### src/rtl/balance_db_arbiter_pkg.sv
// -----------------------------------------------------------------------------
// balance_db_arbiter_pkg
// Shared definitions for the ATM balance-memory arbiter:
//   - default sizing constants (requesters, accounts, index and balance widths)
//   - transaction opcodes as seen on req_op
//   - sequencer FSM state encoding
// -----------------------------------------------------------------------------
package balance_db_arbiter_pkg;

  localparam int NUM_REQ_DEF = 4;
  localparam int NUM_ACC_DEF = 10;
  localparam int IDX_W_DEF   = 4;
  localparam int BAL_W_DEF   = 16;
  localparam int OP_W        = 2;

  typedef enum logic [1:0] {
    OP_READ     = 2'd0,
    OP_WITHDRAW = 2'd1,
    OP_DEPOSIT  = 2'd2,
    OP_TRANSFER = 2'd3
  } op_e;

  typedef enum logic [2:0] {
    ST_IDLE    = 3'd0,
    ST_RD_SRC  = 3'd1,
    ST_CHK_SRC = 3'd2,
    ST_RD_DST  = 3'd3,
    ST_CHK_DST = 3'd4,
    ST_WR_SRC  = 3'd5,
    ST_WR_DST  = 3'd6,
    ST_RESP    = 3'd7
  } state_e;

endpackage : balance_db_arbiter_pkg

### src/rtl/balance_db_arbiter_if.sv
// -----------------------------------------------------------------------------
// balance_db_arbiter_if
// Bundles the requester handshake (req_*/rsp_*/busy) and the single-port
// balance-memory bus (mem_*) of the arbiter.
//   slave  : the arbiter side (consumes requests, drives responses and memory)
//   master : the environment side (terminals plus balance RAM)
// Signals:
//   req_valid/op/src/dst/amount : per-requester request fields, packed by index
//   req_ready, rsp_valid        : one-hot pulses toward the requesters
//   rsp_error, rsp_balance      : result, qualified by any rsp_valid bit
//   busy                        : a transaction is in flight
//   mem_en/we/addr/wdata/rdata  : balance RAM port, rdata one cycle after a read
// -----------------------------------------------------------------------------
interface balance_db_arbiter_if
  import balance_db_arbiter_pkg::*;
#(
  parameter int NUM_REQ = NUM_REQ_DEF,
  parameter int IDX_W   = IDX_W_DEF,
  parameter int BAL_W   = BAL_W_DEF
);

  logic [NUM_REQ-1:0]       req_valid;
  logic [OP_W*NUM_REQ-1:0]  req_op;
  logic [IDX_W*NUM_REQ-1:0] req_src;
  logic [IDX_W*NUM_REQ-1:0] req_dst;
  logic [BAL_W*NUM_REQ-1:0] req_amount;
  logic [NUM_REQ-1:0]       req_ready;
  logic [NUM_REQ-1:0]       rsp_valid;
  logic                     rsp_error;
  logic [BAL_W-1:0]         rsp_balance;
  logic                     busy;
  logic                     mem_en;
  logic                     mem_we;
  logic [IDX_W-1:0]         mem_addr;
  logic [BAL_W-1:0]         mem_wdata;
  logic [BAL_W-1:0]         mem_rdata;

  modport slave (
    input  req_valid, req_op, req_src, req_dst, req_amount, mem_rdata,
    output req_ready, rsp_valid, rsp_error, rsp_balance, busy,
           mem_en, mem_we, mem_addr, mem_wdata
  );

  modport master (
    output req_valid, req_op, req_src, req_dst, req_amount, mem_rdata,
    input  req_ready, rsp_valid, rsp_error, rsp_balance, busy,
           mem_en, mem_we, mem_addr, mem_wdata
  );

endinterface : balance_db_arbiter_if

### src/rtl/balance_db_arbiter_rr_arbiter.sv
// -----------------------------------------------------------------------------
// balance_db_arbiter_rr_arbiter
// Combinational round-robin pick: the first asserted request at or after
// ptr_i, searching cyclically, wins.
// Ports:
//   req_i       : request vector
//   ptr_i       : index with highest priority this round
//   en_i        : qualifies the search; no grant when low
//   gnt_o       : one-hot grant
//   gnt_idx_o   : binary index of the grant
//   gnt_valid_o : a grant was made
// -----------------------------------------------------------------------------
module balance_db_arbiter_rr_arbiter #(
  parameter int NUM_REQ = 4,
  parameter int PTR_W   = (NUM_REQ > 1) ? $clog2(NUM_REQ) : 1
) (
  input  logic [NUM_REQ-1:0] req_i,
  input  logic [PTR_W-1:0]   ptr_i,
  input  logic               en_i,
  output logic [NUM_REQ-1:0] gnt_o,
  output logic [PTR_W-1:0]   gnt_idx_o,
  output logic               gnt_valid_o
);

  localparam logic [NUM_REQ-1:0] REQ_LSB = {{(NUM_REQ-1){1'b0}}, 1'b1};

  int   cand_s;
  logic hit_s;

  // Cyclic priority search; once a hit is found later candidates are masked.
  always_comb begin
    cand_s      = 0;
    hit_s       = 1'b0;
    gnt_idx_o   = {PTR_W{1'b0}};
    gnt_valid_o = 1'b0;
    for (int k = 0; k < NUM_REQ; k++) begin
      cand_s      = int'(ptr_i) + k;
      cand_s      = (cand_s >= NUM_REQ) ? (cand_s - NUM_REQ) : cand_s;
      hit_s       = en_i && !gnt_valid_o && req_i[PTR_W'(cand_s)];
      gnt_idx_o   = hit_s ? PTR_W'(cand_s) : gnt_idx_o;
      gnt_valid_o = gnt_valid_o | hit_s;
    end
    gnt_o = gnt_valid_o ? (REQ_LSB << gnt_idx_o) : {NUM_REQ{1'b0}};
  end

endmodule : balance_db_arbiter_rr_arbiter

### src/rtl/balance_db_arbiter.sv
// -----------------------------------------------------------------------------
// balance_db_arbiter
// Round-robin arbiter and read-check-write sequencer that lets several ATM
// terminals share one single-port balance RAM. A granted request runs to
// completion (READ, WITHDRAW, DEPOSIT or TRANSFER) before the next grant, so
// each transaction is atomic with respect to the other requesters.
// Ports:
//   clk_i  : rising-edge clock
//   rst_ni : asynchronous active-low reset
//   bus    : request/response handshake plus balance RAM port (slave side)
// Output timing: req_ready and rsp_* are registered from the state that
// decides them, so req_ready shows up with RD_SRC and rsp_valid one cycle
// after RESP. Memory strobes are registered from the next state so that they
// line up with the RD_*/WR_* states themselves.
// -----------------------------------------------------------------------------
module balance_db_arbiter
  import balance_db_arbiter_pkg::*;
#(
  parameter int NUM_REQ = NUM_REQ_DEF,
  parameter int NUM_ACC = NUM_ACC_DEF,
  parameter int IDX_W   = IDX_W_DEF,
  parameter int BAL_W   = BAL_W_DEF
) (
  input  logic                clk_i,
  input  logic                rst_ni,
  balance_db_arbiter_if.slave bus
);

  localparam int                 PTR_W     = (NUM_REQ > 1) ? $clog2(NUM_REQ) : 1;
  localparam logic [NUM_REQ-1:0] REQ_LSB   = {{(NUM_REQ-1){1'b0}}, 1'b1};
  localparam logic [IDX_W-1:0]   ACC_LIMIT = IDX_W'(NUM_ACC);
  localparam logic [PTR_W-1:0]   PTR_LAST  = PTR_W'(NUM_REQ - 1);

  // FSM and captured transaction
  state_e             state_q, state_d;
  logic [PTR_W-1:0]   rr_ptr_q, rr_ptr_d;
  logic [PTR_W-1:0]   gnt_q, gnt_d;
  op_e                op_q, op_d;
  logic [IDX_W-1:0]   src_q, src_d;
  logic [IDX_W-1:0]   dst_q, dst_d;
  logic [BAL_W-1:0]   amt_q, amt_d;
  logic [BAL_W-1:0]   bal_s_q, bal_s_d;
  logic [BAL_W-1:0]   bal_d_q, bal_d_d;
  logic [BAL_W-1:0]   new_s_q, new_s_d;
  logic               err_q, err_d;

  // Registered outputs
  logic [NUM_REQ-1:0] req_ready_q, req_ready_d;
  logic [NUM_REQ-1:0] rsp_valid_q, rsp_valid_d;
  logic               rsp_error_q, rsp_error_d;
  logic [BAL_W-1:0]   rsp_balance_q, rsp_balance_d;
  logic               busy_q, busy_d;
  logic               mem_en_q, mem_en_d;
  logic               mem_we_q, mem_we_d;
  logic [IDX_W-1:0]   mem_addr_q, mem_addr_d;
  logic [BAL_W-1:0]   mem_wdata_q, mem_wdata_d;

  // Arbiter and arithmetic
  logic               arb_en_s;
  logic [NUM_REQ-1:0] arb_gnt_s;
  logic [PTR_W-1:0]   arb_idx_s;
  logic               arb_valid_s;
  logic [BAL_W:0]     sum_s;
  logic [BAL_W-1:0]   diff_s;
  logic [BAL_W-1:0]   credit_s;

  // Only arbitrate while idle so a running sequence cannot be interrupted.
  assign arb_en_s = (state_q == ST_IDLE);

  balance_db_arbiter_rr_arbiter #(
    .NUM_REQ (NUM_REQ),
    .PTR_W   (PTR_W)
  ) u_rr_arbiter (
    .req_i       (bus.req_valid),
    .ptr_i       (rr_ptr_q),
    .en_i        (arb_en_s),
    .gnt_o       (arb_gnt_s),
    .gnt_idx_o   (arb_idx_s),
    .gnt_valid_o (arb_valid_s)
  );

  // One extra bit on the sum exposes deposit/credit overflow directly.
  assign sum_s    = {1'b0, bus.mem_rdata} + {1'b0, amt_q};
  assign diff_s   = bus.mem_rdata - amt_q;
  // Cannot wrap: CHK_DST already rejected an overflowing credit.
  assign credit_s = bal_d_q + amt_q;

  // Next-state, datapath capture and output decode.
  always_comb begin
    state_d       = state_q;
    rr_ptr_d      = rr_ptr_q;
    gnt_d         = gnt_q;
    op_d          = op_q;
    src_d         = src_q;
    dst_d         = dst_q;
    amt_d         = amt_q;
    bal_s_d       = bal_s_q;
    bal_d_d       = bal_d_q;
    new_s_d       = new_s_q;
    err_d         = err_q;
    req_ready_d   = {NUM_REQ{1'b0}};
    rsp_valid_d   = {NUM_REQ{1'b0}};
    rsp_error_d   = 1'b0;
    rsp_balance_d = {BAL_W{1'b0}};
    mem_en_d      = 1'b0;
    mem_we_d      = 1'b0;
    mem_addr_d    = {IDX_W{1'b0}};
    mem_wdata_d   = {BAL_W{1'b0}};

    case (state_q)
      ST_IDLE: begin
        if (arb_valid_s) begin
          gnt_d       = arb_idx_s;
          op_d        = op_e'(bus.req_op[int'(arb_idx_s)*OP_W +: OP_W]);
          src_d       = bus.req_src[int'(arb_idx_s)*IDX_W +: IDX_W];
          dst_d       = bus.req_dst[int'(arb_idx_s)*IDX_W +: IDX_W];
          amt_d       = bus.req_amount[int'(arb_idx_s)*BAL_W +: BAL_W];
          // Clear stale results so an invalid-src response reports 0.
          bal_s_d     = {BAL_W{1'b0}};
          bal_d_d     = {BAL_W{1'b0}};
          new_s_d     = {BAL_W{1'b0}};
          err_d       = 1'b0;
          rr_ptr_d    = (arb_idx_s == PTR_LAST) ? {PTR_W{1'b0}} : (arb_idx_s + PTR_W'(1));
          req_ready_d = arb_gnt_s;
          state_d     = ST_RD_SRC;
        end else begin
          state_d = ST_IDLE;
        end
      end

      ST_RD_SRC: begin
        if (src_q >= ACC_LIMIT) begin
          err_d   = 1'b1;
          state_d = ST_RESP;
        end else begin
          state_d = ST_CHK_SRC;
        end
      end

      ST_CHK_SRC: begin
        bal_s_d = bus.mem_rdata;
        case (op_q)
          OP_READ: begin
            new_s_d = bus.mem_rdata;
            state_d = ST_RESP;
          end
          OP_WITHDRAW: begin
            if (amt_q > bus.mem_rdata) begin
              err_d   = 1'b1;
              state_d = ST_RESP;
            end else begin
              new_s_d = diff_s;
              state_d = ST_WR_SRC;
            end
          end
          OP_DEPOSIT: begin
            if (sum_s[BAL_W]) begin
              err_d   = 1'b1;
              state_d = ST_RESP;
            end else begin
              new_s_d = sum_s[BAL_W-1:0];
              state_d = ST_WR_SRC;
            end
          end
          OP_TRANSFER: begin
            if ((dst_q >= ACC_LIMIT) || (dst_q == src_q) || (amt_q > bus.mem_rdata)) begin
              err_d   = 1'b1;
              state_d = ST_RESP;
            end else begin
              new_s_d = diff_s;
              state_d = ST_RD_DST;
            end
          end
          default: begin
            err_d   = 1'b1;
            state_d = ST_RESP;
          end
        endcase
      end

      ST_RD_DST: begin
        state_d = ST_CHK_DST;
      end

      ST_CHK_DST: begin
        bal_d_d = bus.mem_rdata;
        if (sum_s[BAL_W]) begin
          err_d   = 1'b1;
          state_d = ST_RESP;
        end else begin
          state_d = ST_WR_SRC;
        end
      end

      ST_WR_SRC: begin
        state_d = (op_q == OP_TRANSFER) ? ST_WR_DST : ST_RESP;
      end

      ST_WR_DST: begin
        state_d = ST_RESP;
      end

      ST_RESP: begin
        rsp_valid_d   = REQ_LSB << gnt_q;
        rsp_error_d   = err_q;
        rsp_balance_d = err_q ? bal_s_q : new_s_q;
        state_d       = ST_IDLE;
      end

      default: begin
        state_d = ST_IDLE;
      end
    endcase

    // Memory strobes follow the state being entered, so they are valid
    // during that state and read data returns in the following CHK state.
    case (state_d)
      ST_RD_SRC: begin
        mem_en_d   = (src_d < ACC_LIMIT);
        mem_addr_d = src_d;
      end
      ST_RD_DST: begin
        mem_en_d   = 1'b1;
        mem_addr_d = dst_q;
      end
      ST_WR_SRC: begin
        mem_en_d    = 1'b1;
        mem_we_d    = 1'b1;
        mem_addr_d  = src_q;
        mem_wdata_d = new_s_d;
      end
      ST_WR_DST: begin
        mem_en_d    = 1'b1;
        mem_we_d    = 1'b1;
        mem_addr_d  = dst_q;
        mem_wdata_d = credit_s;
      end
      default: begin
        mem_en_d = 1'b0;
        mem_we_d = 1'b0;
      end
    endcase

    busy_d = (state_d != ST_IDLE);
  end

  // FSM state and round-robin pointer.
  always_ff @(posedge clk_i or negedge rst_ni) begin
    if (!rst_ni) begin
      state_q  <= ST_IDLE;
      rr_ptr_q <= {PTR_W{1'b0}};
    end else begin
      state_q  <= state_d;
      rr_ptr_q <= rr_ptr_d;
    end
  end

  // Captured request and intermediate balances.
  always_ff @(posedge clk_i or negedge rst_ni) begin
    if (!rst_ni) begin
      gnt_q   <= {PTR_W{1'b0}};
      op_q    <= OP_READ;
      src_q   <= {IDX_W{1'b0}};
      dst_q   <= {IDX_W{1'b0}};
      amt_q   <= {BAL_W{1'b0}};
      bal_s_q <= {BAL_W{1'b0}};
      bal_d_q <= {BAL_W{1'b0}};
      new_s_q <= {BAL_W{1'b0}};
      err_q   <= 1'b0;
    end else begin
      gnt_q   <= gnt_d;
      op_q    <= op_d;
      src_q   <= src_d;
      dst_q   <= dst_d;
      amt_q   <= amt_d;
      bal_s_q <= bal_s_d;
      bal_d_q <= bal_d_d;
      new_s_q <= new_s_d;
      err_q   <= err_d;
    end
  end

  // Output registers; a mid-transaction reset drops any pending response.
  always_ff @(posedge clk_i or negedge rst_ni) begin
    if (!rst_ni) begin
      req_ready_q   <= {NUM_REQ{1'b0}};
      rsp_valid_q   <= {NUM_REQ{1'b0}};
      rsp_error_q   <= 1'b0;
      rsp_balance_q <= {BAL_W{1'b0}};
      busy_q        <= 1'b0;
      mem_en_q      <= 1'b0;
      mem_we_q      <= 1'b0;
      mem_addr_q    <= {IDX_W{1'b0}};
      mem_wdata_q   <= {BAL_W{1'b0}};
    end else begin
      req_ready_q   <= req_ready_d;
      rsp_valid_q   <= rsp_valid_d;
      rsp_error_q   <= rsp_error_d;
      rsp_balance_q <= rsp_balance_d;
      busy_q        <= busy_d;
      mem_en_q      <= mem_en_d;
      mem_we_q      <= mem_we_d;
      mem_addr_q    <= mem_addr_d;
      mem_wdata_q   <= mem_wdata_d;
    end
  end

  assign bus.req_ready   = req_ready_q;
  assign bus.rsp_valid   = rsp_valid_q;
  assign bus.rsp_error   = rsp_error_q;
  assign bus.rsp_balance = rsp_balance_q;
  assign bus.busy        = busy_q;
  assign bus.mem_en      = mem_en_q;
  assign bus.mem_we      = mem_we_q;
  assign bus.mem_addr    = mem_addr_q;
  assign bus.mem_wdata   = mem_wdata_q;

endmodule : balance_db_arbiter

### src/flat_wrapper.sv
// flat-port wrapper written by rule: the top's interface ports become plain ports
module balance_db_arbiter_flat import balance_db_arbiter_pkg::*;
#(
  parameter int NUM_REQ = NUM_REQ_DEF,
  parameter int NUM_ACC = NUM_ACC_DEF,
  parameter int IDX_W   = IDX_W_DEF,
  parameter int BAL_W   = BAL_W_DEF
)
  (clk_i, rst_ni, bus_req_valid, bus_req_op, bus_req_src, bus_req_dst, bus_req_amount, bus_mem_rdata, bus_req_ready, bus_rsp_valid, bus_rsp_error, bus_rsp_balance, bus_busy, bus_mem_en, bus_mem_we, bus_mem_addr, bus_mem_wdata);
  balance_db_arbiter_if #(.NUM_REQ(NUM_REQ), .IDX_W(IDX_W), .BAL_W(BAL_W)) bus_i ();
  input  logic clk_i;
  input  logic rst_ni;
  input wire logic [$bits(bus_i.req_valid)-1:0] bus_req_valid;
  input wire logic [$bits(bus_i.req_op)-1:0] bus_req_op;
  input wire logic [$bits(bus_i.req_src)-1:0] bus_req_src;
  input wire logic [$bits(bus_i.req_dst)-1:0] bus_req_dst;
  input wire logic [$bits(bus_i.req_amount)-1:0] bus_req_amount;
  input wire logic [$bits(bus_i.mem_rdata)-1:0] bus_mem_rdata;
  output wire logic [$bits(bus_i.req_ready)-1:0] bus_req_ready;
  output wire logic [$bits(bus_i.rsp_valid)-1:0] bus_rsp_valid;
  output wire logic [$bits(bus_i.rsp_error)-1:0] bus_rsp_error;
  output wire logic [$bits(bus_i.rsp_balance)-1:0] bus_rsp_balance;
  output wire logic [$bits(bus_i.busy)-1:0] bus_busy;
  output wire logic [$bits(bus_i.mem_en)-1:0] bus_mem_en;
  output wire logic [$bits(bus_i.mem_we)-1:0] bus_mem_we;
  output wire logic [$bits(bus_i.mem_addr)-1:0] bus_mem_addr;
  output wire logic [$bits(bus_i.mem_wdata)-1:0] bus_mem_wdata;
  assign bus_i.req_valid = bus_req_valid;
  assign bus_i.req_op = bus_req_op;
  assign bus_i.req_src = bus_req_src;
  assign bus_i.req_dst = bus_req_dst;
  assign bus_i.req_amount = bus_req_amount;
  assign bus_i.mem_rdata = bus_mem_rdata;
  assign bus_req_ready = bus_i.req_ready;
  assign bus_rsp_valid = bus_i.rsp_valid;
  assign bus_rsp_error = bus_i.rsp_error;
  assign bus_rsp_balance = bus_i.rsp_balance;
  assign bus_busy = bus_i.busy;
  assign bus_mem_en = bus_i.mem_en;
  assign bus_mem_we = bus_i.mem_we;
  assign bus_mem_addr = bus_i.mem_addr;
  assign bus_mem_wdata = bus_i.mem_wdata;
  balance_db_arbiter #(.NUM_REQ(NUM_REQ), .NUM_ACC(NUM_ACC), .IDX_W(IDX_W), .BAL_W(BAL_W)) u_core (.clk_i(clk_i), .rst_ni(rst_ni), .bus(bus_i));
endmodule
### config.mk
export PLATFORM = sky130hd
export DESIGN_NAME = balance_db_arbiter_flat
export DESIGN_NICKNAME = d
export VERILOG_FILES = /design/src/rtl/balance_db_arbiter_pkg.sv /design/src/rtl/balance_db_arbiter_if.sv /design/src/rtl/balance_db_arbiter_rr_arbiter.sv /design/src/rtl/balance_db_arbiter.sv /design/src/flat_wrapper.sv
export SDC_FILE = /design/constraint.sdc
export NUM_CORES = 1
export LEC_CHECK = 0
export CELL_PAD_IN_SITES_DETAIL_PLACEMENT = 1
export CELL_PAD_IN_SITES_GLOBAL_PLACEMENT = 1
export CORE_AREA = 4 4 154 156
export CTS_CLUSTER_SIZE = 14
export DETAILED_ROUTE_END_ITERATION = 8
export DIE_AREA = 0 0 158 160
export GPL_TIMING_DRIVEN = 0
export PLACE_DENSITY_LB_ADDON = 0.1
export SLEW_MARGIN = 40
export SYNTH_ARGS = -nofsm -noshare
export SYNTH_HDL_FRONTEND = slang
export SYNTH_SLANG_ARGS = --single-unit
export TNS_END_PERCENT = 100
### constraint.sdc
create_clock -name clk_i -period 3.9 [get_ports clk_i]
set_input_delay 0.78 -clock clk_i [delete_from_list [all_inputs] [get_ports clk_i]]
set_output_delay 0.78 -clock clk_i [all_outputs]
set_load 0.03 [all_outputs]
# After elaboration in Yosys (flattened, before gate mapping)
# Index checks and enable logic that the tools add are counted.
# classes
bitwise	3
n_lt_le_gt_ge	12
n_mux	57
n_addsub	11
n_eq_ne	21
n_shift	6
n_reduce_logical	25
# op_table
op	n
$pmux 16 s2	4
$mux 16	7
$pmux 16 s4	1
$shiftx 64x7->16	1
$shiftx 16x5->4	2
$pmux 3 s8	1
$mux 2	11
$mux 4	5
$eq 3x3->1 const B	6
$add 16x16->17	1
$mux 1	17
$add 16x16->16	1
$gt 16x16->1	1
$lt 2x4->1 const B	4
$sub 16x16->16	1
$pmux 3 s4	1
$pmux 4 s3	1
$eq 3x2->1 const B	3
$ge 3x3->1 const B	3
$bmux 1 s2	4
$ge 4x4->1 const B	2
$shiftx 8x4->2	1
$shl 1x2->4 const A	2
$sub 2x1->2 const B	4
29 further kinds	51
# word_totals
word_cells	155
regBits	130

# Logic depth before layout (Yosys ltp)
# depth
ltp_word	23
depth_mapped	14
mapped_depth_nobuf	14

# Modules after synthesis
# Synthesis repeated with hierarchy kept, for this count alone.
# hier_totals
cells_unflattened	940
hier_area_um2	9091.2
# modules_own_cells
mod	area_per_inst_um2	n_inst	cells_per_inst
balance_db_arbiter	8704.6	1	895
balance_db_arbiter_rr_arbiter	386.6	1	45

# Worst setup path after synthesis
# Ideal clock, no wire load.
# synth_path
path_kind	input to register
from	in bus_mem_rdata[0]
to	reg u_core.mem_wdata_q[15], in the netlist u_core.bus.mem_wdata[15]
slack_ns	0.395
setup_ns	0.092
cell_stages	13
n_path_buf	0
t_required_ns	3.808
arrival_time_ns	3.413
cell_sequence	inv_1 > ha_1 > inv_1 > fa_1 > a211oi_4 > o211ai_2 > a31o_4 > a31oi_4 > o21ai_1 > nor4b_1 > a2111o_1 > o311a_1 > o31ai_2
# synth_via
elab_chain_len	7
elab_cells_between_ends	17
cone_classes	add/sub: 2; order compare: 1; eq/ne: 2; mux: 11; reduce/logical: 1
# synth_rtl
item	line_no	text
from (decl)	flat_wrapper.sv:18	input wire logic [$bits(bus_i.mem_rdata)-1:0] bus_mem_rdata;
$gt 16x16->1	balance_db_arbiter.sv:148, balance_db_arbiter.sv:166	
$logic_or 1x1->1	balance_db_arbiter.sv:166	if ((dst_q >= ACC_LIMIT) || (dst_q == src_q) || (amt_q > bus.mem_rdata)) begin
$mux 3	balance_db_arbiter.sv:166	
$pmux 3 s4	balance_db_arbiter.sv:142	case (op_q)
$pmux 3 s8	balance_db_arbiter.sv:110	case (state_q)
$eq 3x3->1	balance_db_arbiter.sv:217	case (state_d)
$pmux 16 s2 (*)	balance_db_arbiter.sv:217	
via u_core.mem_wdata_d[15]	balance_db_arbiter.sv:56	logic [BAL_W-1:0] mem_wdata_q, mem_wdata_d;
to (signal assigned)	balance_db_arbiter.sv:294	mem_wdata_q <= {BAL_W{1'b0}};
to (signal assigned)	balance_db_arbiter.sv:304	mem_wdata_q <= mem_wdata_d;
to (decl)	balance_db_arbiter.sv:56	
# Mark *: on every way through the listed nets, which the timed path passes. The rest lies on a longest branch.
# A chain may end at the register's enable or synchronous reset.

# Worst setup path in the final report
# layout_path
from	in bus_mem_rdata[0]
to	reg u_core.mem_wdata_q[6], in the netlist u_core.bus.mem_wdata[6]
# Same word-level chain as after synthesis.

==> summary.md <==
| Metric | Value |
|---|---|
| Status | `completed` |
| Die area | `approximately 0.025 sq mm` |
| Area leader, netlist | `dfrtp_1` |
| Fillers | `between 2k and 3k` |
| Pins Over Slew Limit | `0` |
| Initial antenna violation count | `0` |
| Antenna viol nets, final | `0` |
| Number of antenna diodes | `0` |
| Synthesized Nets | `approximately 1.2k` |
| Overflow after GRT | `0` |
| CTS tree | `built` |
| Placer Congestion | `0.901` |
| Post-DP HPWL | `23.9 mm` |
| Initial DRC count | `around 380` |
| Max-slew headroom | `51.1%` |
| Nets | `1387` |
| Leakage | `slightly above 0.005 uW` |
| Clock Tree Buf Depth | `2` |
| Synth Flop Type | `dfrtp_1` |
| Post-synth design cell area | `about 0.0086 sq mm` |
| Vias | `8364` |
| Crit share post-route | `a little over nine tenths` |
| Row Count | `55` |
| TritonCTS buffer count | `17` |
| Top post-synthesis cells by area | `dfrtp_1 (38%), nand2_1 (8.3%), ha_1 (8.0%)` |
| Tmin final | `3.79 ns` |
| CTS root buffer | `clkbuf_16` |
| Crit path required time | `roughly 4.3 ns` |
| Clock transition at path regs | `0.06 ns` |
| Total iterations of the first detailed-routing run | `4` |
| Drc violations | `0` |
| Mean number of vias per cell | `about 5.6` |
| Top Ports | `~170` |
| Arrival time worst endpoint | `a little over 4 ns` |
| Register area share after synthesis | `a little under two fifths` |
| Power Dens Cells | `around 800 mW/mm^2` |
| CP Capture Type | `register` |
| Final Setup Violations | `0` |
| Asr flop ratio synth | `100%` |
| Final Hold Violating Endpoints | `0` |
| Cell count after synthesis | `1007` |
| Clk_lat worst skew | `approximately 0.43 ns` |
| Yosys warning total | `0` |
| Max Cap Viol | `0` |
| Total power | `between 9000 and 10000 uW` |
| Worst min path class | `primary input to async pin` |
| Worst vdd ir | `0.363 mV` |
| Post-Route WL | `29.9 mm` |
| Commonest non-fill, non-tap cell in the layout | `nand2_1` |
| H-tree levels | `4` |
| Flop and latch count out of synthesis | `130` |
| Die X | `158 microns` |
| Gr usage total | `between 20% and 30%` |
| Port Buffers | `about 170` |
| Avg Cell Area, Syn | `roughly 8.6 sq um` |
| Vias in the first global route | `roughly 8.5k` |
| Share of layout cells above drive strength 1 | `approximately 7.4%` |
| Area grow syn2layout | `33.3%` |
| Tightest Pin Transition | `about 0.73 ns` |
| Final setup margin | `~0.11 ns` |
| EDFF count, synth | `0` |
| Most frequent cells in the layout | `nand2_1 (190), clkdlybuf4s50_1 (164), dfrtp_1 (130)` |
| Die height | `160 microns` |
| Number of hold buffers added after cts | `0` |
| Final Core Density | `about half` |
| First-pass GRT wire length | `around 48 mm` |
| Netlist cell types | `84` |
| Worst setup SP type | `primary input` |
| Clk_skew | `between 0.008 and 0.009 ns` |
| Max Freq | `264 MHz` |
| Area share of the largest cell type after synthesis | `a little under two fifths` |
| Floorplan core area | `approximately 0.022 sq mm` |
| Post-place setup slack | `-0.801 ns` |
| Initial Util | `about 39%` |
| Routed wire per std cell | `about 20 microns` |
| Critical path class | `primary input to register` |
| Worst Path Max Fanout | `10` |
| Largest net degree at the start of global routing | `just under 70` |
| Clock Sinks | `130` |
## flip-flops by register name, indices dropped and copies added, names as in the netlist
name and flops:
u_core.amt_q 16, u_core.bal_d_q 16, u_core.bal_s_q 16, u_core.bus.mem_wdata 16, u_core.bus.rsp_balance 16, u_core.new_s_q 16, u_core.bus.mem_addr 4, u_core.bus.req_ready 4
u_core.bus.rsp_valid 4, u_core.dst_q 4, u_core.src_q 4, u_core.state_q 3, u_core.gnt_q 2, u_core.op_q 2, u_core.rr_ptr_q 2, u_core.bus.busy 1
u_core.bus.mem_en 1, u_core.bus.mem_we 1, u_core.bus.rsp_error 1, u_core.err_q 1
## path summary, 6_finish.rpt
check,slack [ns],end,startpoint,depth (start not counted)
worst max-delay path,0.11,u_core.bus.mem_wdata[6],bus_mem_rdata[0],15
worst min-delay path,0.28,u_core.bus.rsp_balance[0],rst_ni,1
worst max register to register,0.39,u_core.bus.mem_wdata[6],u_core.amt_q[0],13
worst min register to register,0.50,u_core.bal_s_q[2],u_core.bal_s_q[2],2
max in group asynchronous,2.91,u_core.op_q[0],rst_ni,2
min in group clk_i,0.50,u_core.bal_s_q[2],u_core.bal_s_q[2],2
## power breakdown
part | leakage [uW] | internal (uW) | total (uW) | switching [uW]
Clock | 0.000284 | 1010 | 1670 | 657
Combinational | 0.00312 | 2040 | 5330 | 3280
Sequential | 0.00169 | 1840 | 2220 | 383
## Yosys cell counts (4+ instances only)
library cell,count
a221o_1,7
buf_1,7
xnor2_1,9
xor2_1,8
o21ai_1,8
inv_1,52
o21a_1,9
o21ai_0,94
or3_1,7
o221ai_1,7
dfrtp_1,130
nor4_1,4
o2bb2ai_1,9
o21bai_1,5
ha_1,55
mux2i_1,20
nand2_1,190
o31ai_1,4
nor2_1,54
a32oi_1,4
buf_2,12
clkbuf_1,37
a21o_1,10
nor3_1,22
a21oi_1,41
a211oi_1,6
o211ai_1,26
nand3_1,28
nor2b_1,4
o22ai_1,8
a31oi_1,7
a22o_1,27
and3_1,12
nand2b_1,10
## worst max-delay path, cell delays in order
cell           delay, ns
dlygate4sd2_1       0.30
inv_2               0.11
ha_1                0.18
inv_1               0.06
fa_2                0.39
a211oi_4            0.25
o211ai_2            0.17
a31o_4              0.29
a31oi_4             0.22
o21ai_1             0.12
nor4b_4             0.17
a2111o_1            0.55
nor2_4              0.18
buf_6               0.17
a22o_1              0.20
## cells by family (layout without fill, tap and decap cells)
kind of cell | after synthesis | count (layout) | synth area share [%]
adders and majority gates | 58 | 58 | 8.68
buffers and inverters | 112 | 321 | 5.33
xor gates and xnor gates | 17 | 17 | 1.73
muxes | 20 | 20 | 2.32
AOI/OAI and AO/OA | 319 | 319 | 26.1
DFF | 130 | 130 | 37.7
and+or+nand+nor | 351 | 351 | 18.1
## metal layers
metal | share of wire (%) | up-vias | GRT usage [%]
li1 | - | 4008 | -
met1 | 46 | 4101 | 33.3
met2 | 47 | 229 | 38.8
met3 | 5.5 | 26 | 4.42
met4 | 1.1 | 0 | 5.00
met5 | 0 | - | 0
## cell type report
cell class	count	area (sq um)	area share, %
timing repair buffer	177	1800	15.6
tap	285	357	3.10
inverter	53	204	1.77
clock inverter	14	178	1.55
clock buffer	18	429	3.73
sequential	130	3250	28.3
multi-input combinational	765	5010	43.6
buffer	59	267	2.32
## what timing repair did
item | CTS | global route
setup buffers | 2 | 1
endpoints found under the setup margin | 34 | 21
resized for setup | 18 | 13
cloned | 0 | 0
pin swaps | 3 | 3
## stage by stage
stage	instance area (sq um)	std cells	hold slack, ns	setup TNS (ns)
after global placement	10700	1465	0.469	-424.11
after global routing	11500	1501	0.316	-0.00239
after floorplan	8620	1007	0.448	0
after CTS	11400	1500	0.298	0
after detailed placement	10700	1466	0.486	-23.91
final	11500	1501	0.278	0
(Power assumes the default switching activity.)
